### config.mk
export PLATFORM = sky130hd
export DESIGN_NAME = branch_predict_unit
export DESIGN_NICKNAME = d
export VERILOG_FILES = /design/src/rtl/branch_predict_unit.sv
export SDC_FILE = /design/constraint.sdc
export NUM_CORES = 2
export LEC_CHECK = 0
export BUFFER_PORTS_ARGS = -buffer_cell sky130_fd_sc_hd__buf_2
export CAP_MARGIN = 10
export CORE_MARGIN = 4
export CORE_UTILIZATION = 38
export DETAILED_ROUTE_END_ITERATION = 6
export PLACE_DENSITY_LB_ADDON = 0.3
export SLEW_MARGIN = 40
export SYNTH_ARGS = -nofsm -noshare
export SYNTH_HDL_FRONTEND = slang
export SYNTH_SLANG_ARGS = --single-unit
### constraint.sdc
create_clock -name clk_i -period 15.02 [get_ports clk_i]
set_clock_uncertainty 0.2 [all_clocks]
set_input_delay 1.502 -clock clk_i [delete_from_list [all_inputs] [get_ports clk_i]]
set_output_delay 1.502 -clock clk_i [all_outputs]
set_load 0.03 [all_outputs]
### src/rtl/branch_predict_unit.sv
// Dynamic branch predictor for the 5-stage MIPS core.
//
// A direct-mapped table of saturating counters plus a branch target buffer.
// The IF stage looks up the current PC combinationally. The ID stage reports
// each resolved branch, and that report trains the table on the next rising edge.
// The block also flags mispredictions and keeps resolved/mispredicted counts.
//
// Ports:
//   clk_i              clock, rising edge
//   rst_i              synchronous reset, active low
//   if_pc_i            PC being fetched
//   pred_taken_o       combinational taken prediction for if_pc_i
//   pred_target_o      combinational predicted target (0 when not taken)
//   upd_valid_i        a resolved branch is reported this cycle
//   upd_pc_i           PC of the resolved branch
//   upd_taken_i        actual outcome
//   upd_target_i       actual target
//   upd_pred_taken_i   prediction that was made for this branch
//   upd_pred_target_i  target that was predicted for this branch
//   mispredict_o       combinational: resolved branch was mispredicted
//   branch_cnt_o       registered count of resolved branches (saturating)
//   miss_cnt_o         registered count of mispredictions (saturating)
module branch_predict_unit #(
  parameter int ADDR_W  = 32,
  parameter int ENTRIES = 64,
  parameter int CNT_W   = 2,
  parameter int MODE    = 1
) (
  input  logic              clk_i,
  input  logic              rst_i,
  input  logic [ADDR_W-1:0] if_pc_i,
  output logic              pred_taken_o,
  output logic [ADDR_W-1:0] pred_target_o,
  input  logic              upd_valid_i,
  input  logic [ADDR_W-1:0] upd_pc_i,
  input  logic              upd_taken_i,
  input  logic [ADDR_W-1:0] upd_target_i,
  input  logic              upd_pred_taken_i,
  input  logic [ADDR_W-1:0] upd_pred_target_i,
  output logic              mispredict_o,
  output logic [31:0]       branch_cnt_o,
  output logic [31:0]       miss_cnt_o
);

  localparam int IDX_W = $clog2(ENTRIES);
  localparam int TAG_W = ADDR_W - IDX_W - 2;
  localparam bit DYN   = (MODE == 1);

  // Counter encodings: reset value is weakly not-taken, allocation weakly taken.
  localparam int unsigned       WNT_INT = (1 << (CNT_W - 1)) - 1;
  localparam int unsigned       WT_INT  = (1 << (CNT_W - 1));
  localparam logic [CNT_W-1:0]  CNT_WNT = WNT_INT[CNT_W-1:0];
  localparam logic [CNT_W-1:0]  CNT_WT  = WT_INT[CNT_W-1:0];
  localparam logic [CNT_W-1:0]  CNT_MAX = '1;

  function automatic logic [CNT_W-1:0] cnt_sat_up(input logic [CNT_W-1:0] c);
    return (c == CNT_MAX) ? c : c + 1'b1;
  endfunction

  function automatic logic [CNT_W-1:0] cnt_sat_dn(input logic [CNT_W-1:0] c);
    return (c == '0) ? c : c - 1'b1;
  endfunction

  function automatic logic [31:0] stat_sat_inc(input logic [31:0] c);
    return (c == 32'hFFFF_FFFF) ? c : c + 32'd1;
  endfunction

  logic              valid_q  [ENTRIES];
  logic [TAG_W-1:0]  tag_q    [ENTRIES];
  logic [ADDR_W-1:0] target_q [ENTRIES];
  logic [CNT_W-1:0]  cnt_q    [ENTRIES];

  logic [IDX_W-1:0]  lk_idx;
  logic [TAG_W-1:0]  lk_tag;
  logic              lk_hit;
  logic [IDX_W-1:0]  upd_idx;
  logic [TAG_W-1:0]  upd_tag;
  logic              upd_hit;
  logic              tbl_we;
  logic              unused_pc_bits;

  // The two byte-offset bits never select an entry.
  assign unused_pc_bits = ^{if_pc_i[1:0], upd_pc_i[1:0]};

  // Lookup reads the pre-edge table, so a same-index update this cycle is
  // not yet visible (write-after-read).
  assign lk_idx        = if_pc_i[IDX_W+1:2];
  assign lk_tag        = if_pc_i[ADDR_W-1:IDX_W+2];
  assign lk_hit        = valid_q[lk_idx] && (tag_q[lk_idx] == lk_tag);
  assign pred_taken_o  = DYN && lk_hit && cnt_q[lk_idx][CNT_W-1];
  assign pred_target_o = pred_taken_o ? target_q[lk_idx] : '0;

  assign mispredict_o = upd_valid_i &&
                        ((upd_taken_i != upd_pred_taken_i) ||
                         (upd_taken_i && upd_pred_taken_i &&
                          (upd_target_i != upd_pred_target_i)));

  assign upd_idx = upd_pc_i[IDX_W+1:2];
  assign upd_tag = upd_pc_i[ADDR_W-1:IDX_W+2];
  assign upd_hit = valid_q[upd_idx] && (upd_tag_match(upd_idx, upd_tag));

  function automatic logic upd_tag_match(input logic [IDX_W-1:0] i, input logic [TAG_W-1:0] t);
    return tag_q[i] == t;
  endfunction

  // A miss on a not-taken branch leaves the table alone.
  assign tbl_we = DYN && rst_i && upd_valid_i && (upd_hit || upd_taken_i);

  // Control state: valid bits, counters and statistics.
  always_ff @(posedge clk_i) begin
    if (!rst_i) begin
      for (int i = 0; i < ENTRIES; i++) begin
        valid_q[i] <= 1'b0;
        cnt_q[i]   <= CNT_WNT;
      end
      branch_cnt_o <= '0;
      miss_cnt_o   <= '0;
    end else begin
      if (upd_valid_i)  branch_cnt_o <= stat_sat_inc(branch_cnt_o);
      if (mispredict_o) miss_cnt_o   <= stat_sat_inc(miss_cnt_o);
      if (tbl_we) begin
        if (upd_hit) begin
          cnt_q[upd_idx] <= upd_taken_i ? cnt_sat_up(cnt_q[upd_idx])
                                        : cnt_sat_dn(cnt_q[upd_idx]);
        end else begin
          valid_q[upd_idx] <= 1'b1;
          cnt_q[upd_idx]   <= CNT_WT;
        end
      end
    end
  end

  // Data state: tag and target are only meaningful behind a valid bit.
  // Rewriting the tag on a taken hit stores the same value it already holds.
  always_ff @(posedge clk_i) begin
    if (tbl_we && upd_taken_i) begin
      tag_q[upd_idx]    <= upd_tag;
      target_q[upd_idx] <= upd_target_i;
    end
  end

endmodule

==> impl_metrics.csv <==
group,metric,value,unit
status,run_status,"completed",
synth,synth_cell_type_count,78,
setup_path,critPathMaxStageDelay,0.60,ns
setup_path,worstPathRequired,13.32,ns
sta,period_needed,10.04,ns
layout,multi_input_area,46600,um2
sta,grt_setup_unrepaired,"no",
global_route,antenna_found_initial,45,
layout,ff_latch_area,114000,um2
synth,syn_nets,7843,
setup_path,arrival,8.34,ns
setup_path,timing.rr.start,"tag_q[43][6]",
power,finalPower,23.1,mW
setup_path,cp-end-kind,"output pin",
cts,tritoncts,"built",
min_path,min-delay-start,"valid_q[6]",
place,gp_congestion,0.864,
cts,htree_num_levels,5,
route,vias_per_cell,6.36,
synth,synthFlopType,"edfxtp_1",
floorplan,die-area,438000,um2
cts,cts.sinks,3840,
synth,yosysWarnings,0,
power,power_density,124,nW/um2
synth,ys_seq_area_share,70.2,%
cts,postCtsSetupBuffers,0,
setup_path,worstPathMaxFanout,59,
sta,fmax,0.0996,GHz
power,power_leakage,57.7,nW
floorplan,start_util,38.2,%
floorplan,core_area,425000,um2
power,vdd_drop_max,0.102,mV
sta,final.setup.tns,0,ns
sta,tightest_slew,0.972,ns
floorplan,die_x,662,um
min_path,hp-class,"reg -> reg",
floorplan,design.portCount,231,
place,place_hpwl,301000,um
layout,fillers,35700,
layout,syn_to_final_growth,14.2,%
route,drtIter0Drc,13900,
cts,cts-root-buf,"clkbuf_16",
flow_run,cap_violations,0,
setup_path,cp_top_family,"buffers and inverters",
layout,drive_gt1_share,32.7,%
cts,clk_latency,1.00,ns
setup_path,path_buf_inv,7,
setup_path,critPathLaunch,"if_pc_i[2]",
setup_path,crit_type,"in -> out",
sta,hold_viol,0,
setup_path,cp-start-kind,"input pin",
place,port_buffers,226,
route,wire_per_inst,38.2,um
synth,synth_edf_count,3712,
cts,cts_buffers,396,
layout,final_core_util,43.7,%
cts,cts_resized,0,
route,drt_drc_violations_left,0,
sta,relSlewSlack,34.8,%
global_route,grt_usage,24.3,%
global_route,grt_max_degree,115,
setup_path,crit_top_cell,"mux4_2",
route,finalWirelength,541000,um
cts,clockBufferDepth,4,
floorplan,die_h,662,um
cts,hold_buffers,0,
cts,path_clk_slew,0.05,ns
setup_path,slowest_stage,"mux4_2",
sta,fin_crit_sh,66.9,%
sta,setup_viol,0,
synth,syn_inst,7707,
global_route,overflow,0,
synth,synth_top_area_share,68.6,%
global_route,grt_pass1_wl,738000,um
setup_path,crit_path_cell_trace,"buf_12, buf_16, buf_12, buf_16, buf_6, mux4_2, mux4_2, mux4_2, xnor2_1, nand4_1, nor3_1, nand4_1, buf_4, a211oi_1, buf_2",
route,firstDrtPassIters,7,
synth,ys_ff_latch,3840,
layout,nets,8270,
floorplan,rows,239,
synth,yosys-top-cells-area,"edfxtp_1 69%, mux4_2 20%, mux2i_1 1.7%, dfxtp_1 1.6%, clkbuf_1 0.60%",
route,num_vias,90000,
sta,drv_slew,0,
route,final_antenna_net_count,0,
global_route,grt_pass1_vias,88800,
synth,avgSynthCellArea,21.1,um2
synth,syn_area,163000,um2
synth,synth_top_area_cell,"edfxtp_1",
synth,synthArstFlopShare,0,%
## cells in the mapped netlist (12+ instances only)
library cell  number
edfxtp_1        3712
mux4_2          1477
mux2i_1          280
clkbuf_1         261
nand2_1          187
buf_2            151
nand3_1          148
o21ai_0          143
nor2_1           134
dfxtp_1          128
a22oi_1          123
xnor2_1          105
nor3_1            75
and2_1            63
o22ai_1           58
mux2_2            55
nor2b_1           47
buf_1             46
buf_4             44
a21oi_1           42
o21ai_1           39
nand4_1           38
xor2_1            29
buf_6             25
a221oi_1          24
and3_1            23
or3_1             23
a211oi_1          19
a31oi_1           19
a21boi_0          18
a22o_1            16
o221ai_1          15
nor4_1            14
nand3b_1          12
## metal layers
layer  track usage (%)  wire, um
met1              32.5    201000
met2              37.8    251000
met3              5.46     59400
met4              11.4     29100
met5            0.0548       172
## layout make-up
cell class	instances	share of cell area [%]
well taps	5663	3.82
repair buffers	559	2.67
clock inverters	249	1.34
multi-input cells	3328	25.1
flip-flops and latches	3840	61.4
clock buffers	482	5.60
diodes	20	0.0270
inverters	9	0.0189
## cells by family (layout without fill, tap and decap cells)
group | Yosys count | in the layout | synth area share, %
XOR/XNOR | 134 | 134 | 0.722
AND/OR/NAND/NOR | 802 | 802 | 2.48
buffers and inverters | 539 | 1299 | 1.60
multiplexers | 1819 | 1819 | 22.7
flip-flops | 3840 | 3840 | 70.2
adder cells (fa/ha/maj) | 3 | 3 | 0.0231
AO/OA/AOI/OAI | 570 | 570 | 2.33
other | 0 | 20 | 0
## per-stage QoR
stage	setup slack [ns]	instances	hold WS, ns	cell area [um2]
6_report	4.98	14200	0.282	186000
5_1_grt	4.77	14100	0.295	186000
4_1_cts	4.79	14100	0.280	185000
3_5_place_dp	4.80	13400	0.266	172000
3_3_place_gp	4.60	13400	0.249	171000
2_1_floorplan	7.96	7707	0.236	163000
## path summary, 6_finish.rpt
check                      endpoint  slack (ns)  cells after the start
setup / recovery  pred_target_o[23]        4.98                     15
hold / removal           valid_q[6]        0.28                      2
setup reg to reg       cnt_q[55][1]        9.34                     12
hold reg to reg          valid_q[6]        0.28                      2
## worst register-to-register path, delay by kind of cell, from the launching register on
| kind | cells | cell delay, ns |
|---|---|---|
| AOI/OAI and AO/OA | 4 | 1.68 |
| xor gates and xnor gates | 1 | 0.71 |
| buffers and inverters | 1 | 0.55 |
| DFF | 1 | 0.38 |
| muxes | 1 | 0.49 |
| and+or+nand+nor | 5 | 1.39 |
## report_power, final
group / switching [mW] / total (mW) / internal, mW / leakage [nW]
clock: 4.20 / 9.85 / 5.65 / 6.23
sequential: 0.0159 / 11.8 / 11.8 / 34.5
combinational: 0.865 / 1.44 / 0.577 / 16.9
## state kept, by name, indices dropped and copies added (netlist names)
| signal | count |
|---|---|
| tag_q | 1536 |
| cnt_q | 128 |
| miss_cnt_o | 32 |
| valid_q | 64 |
| target_q | 2048 |
| branch_cnt_o | 32 |
## placed cells by master (no fill, tap or decap), types with 25 or more instances in the layout
cell type  Yosys  final
mux4_2      1477   1477
nand2_1      187    187
dfxtp_1      128    128
nor2_4         0     65
clkbuf_1     261     78
nor3_1        75     73
clkinv_2       0     62
buf_12         1     25
clkbuf_16      0    403
nor2b_1       47     43
buf_4         44    245
nand3_1      148    148
mux2_2        55     55
xor2_1        29     28
buf_16         0     29
clkinv_1       1     99
a22oi_1      123    123
buf_6         25     60
buf_2        151    186
o21ai_0      143    142
o22ai_1       58     58
o21ai_1       39     39
nand4_1       38     38
and2_1        63     60
mux2i_1      280    280
bufinv_16      0     42
edfxtp_1    3712   3712
nor2_1       134     64
xnor2_1      105     99
a21oi_1       42     42
Note: power is estimated with default switching activity, not from simulation.
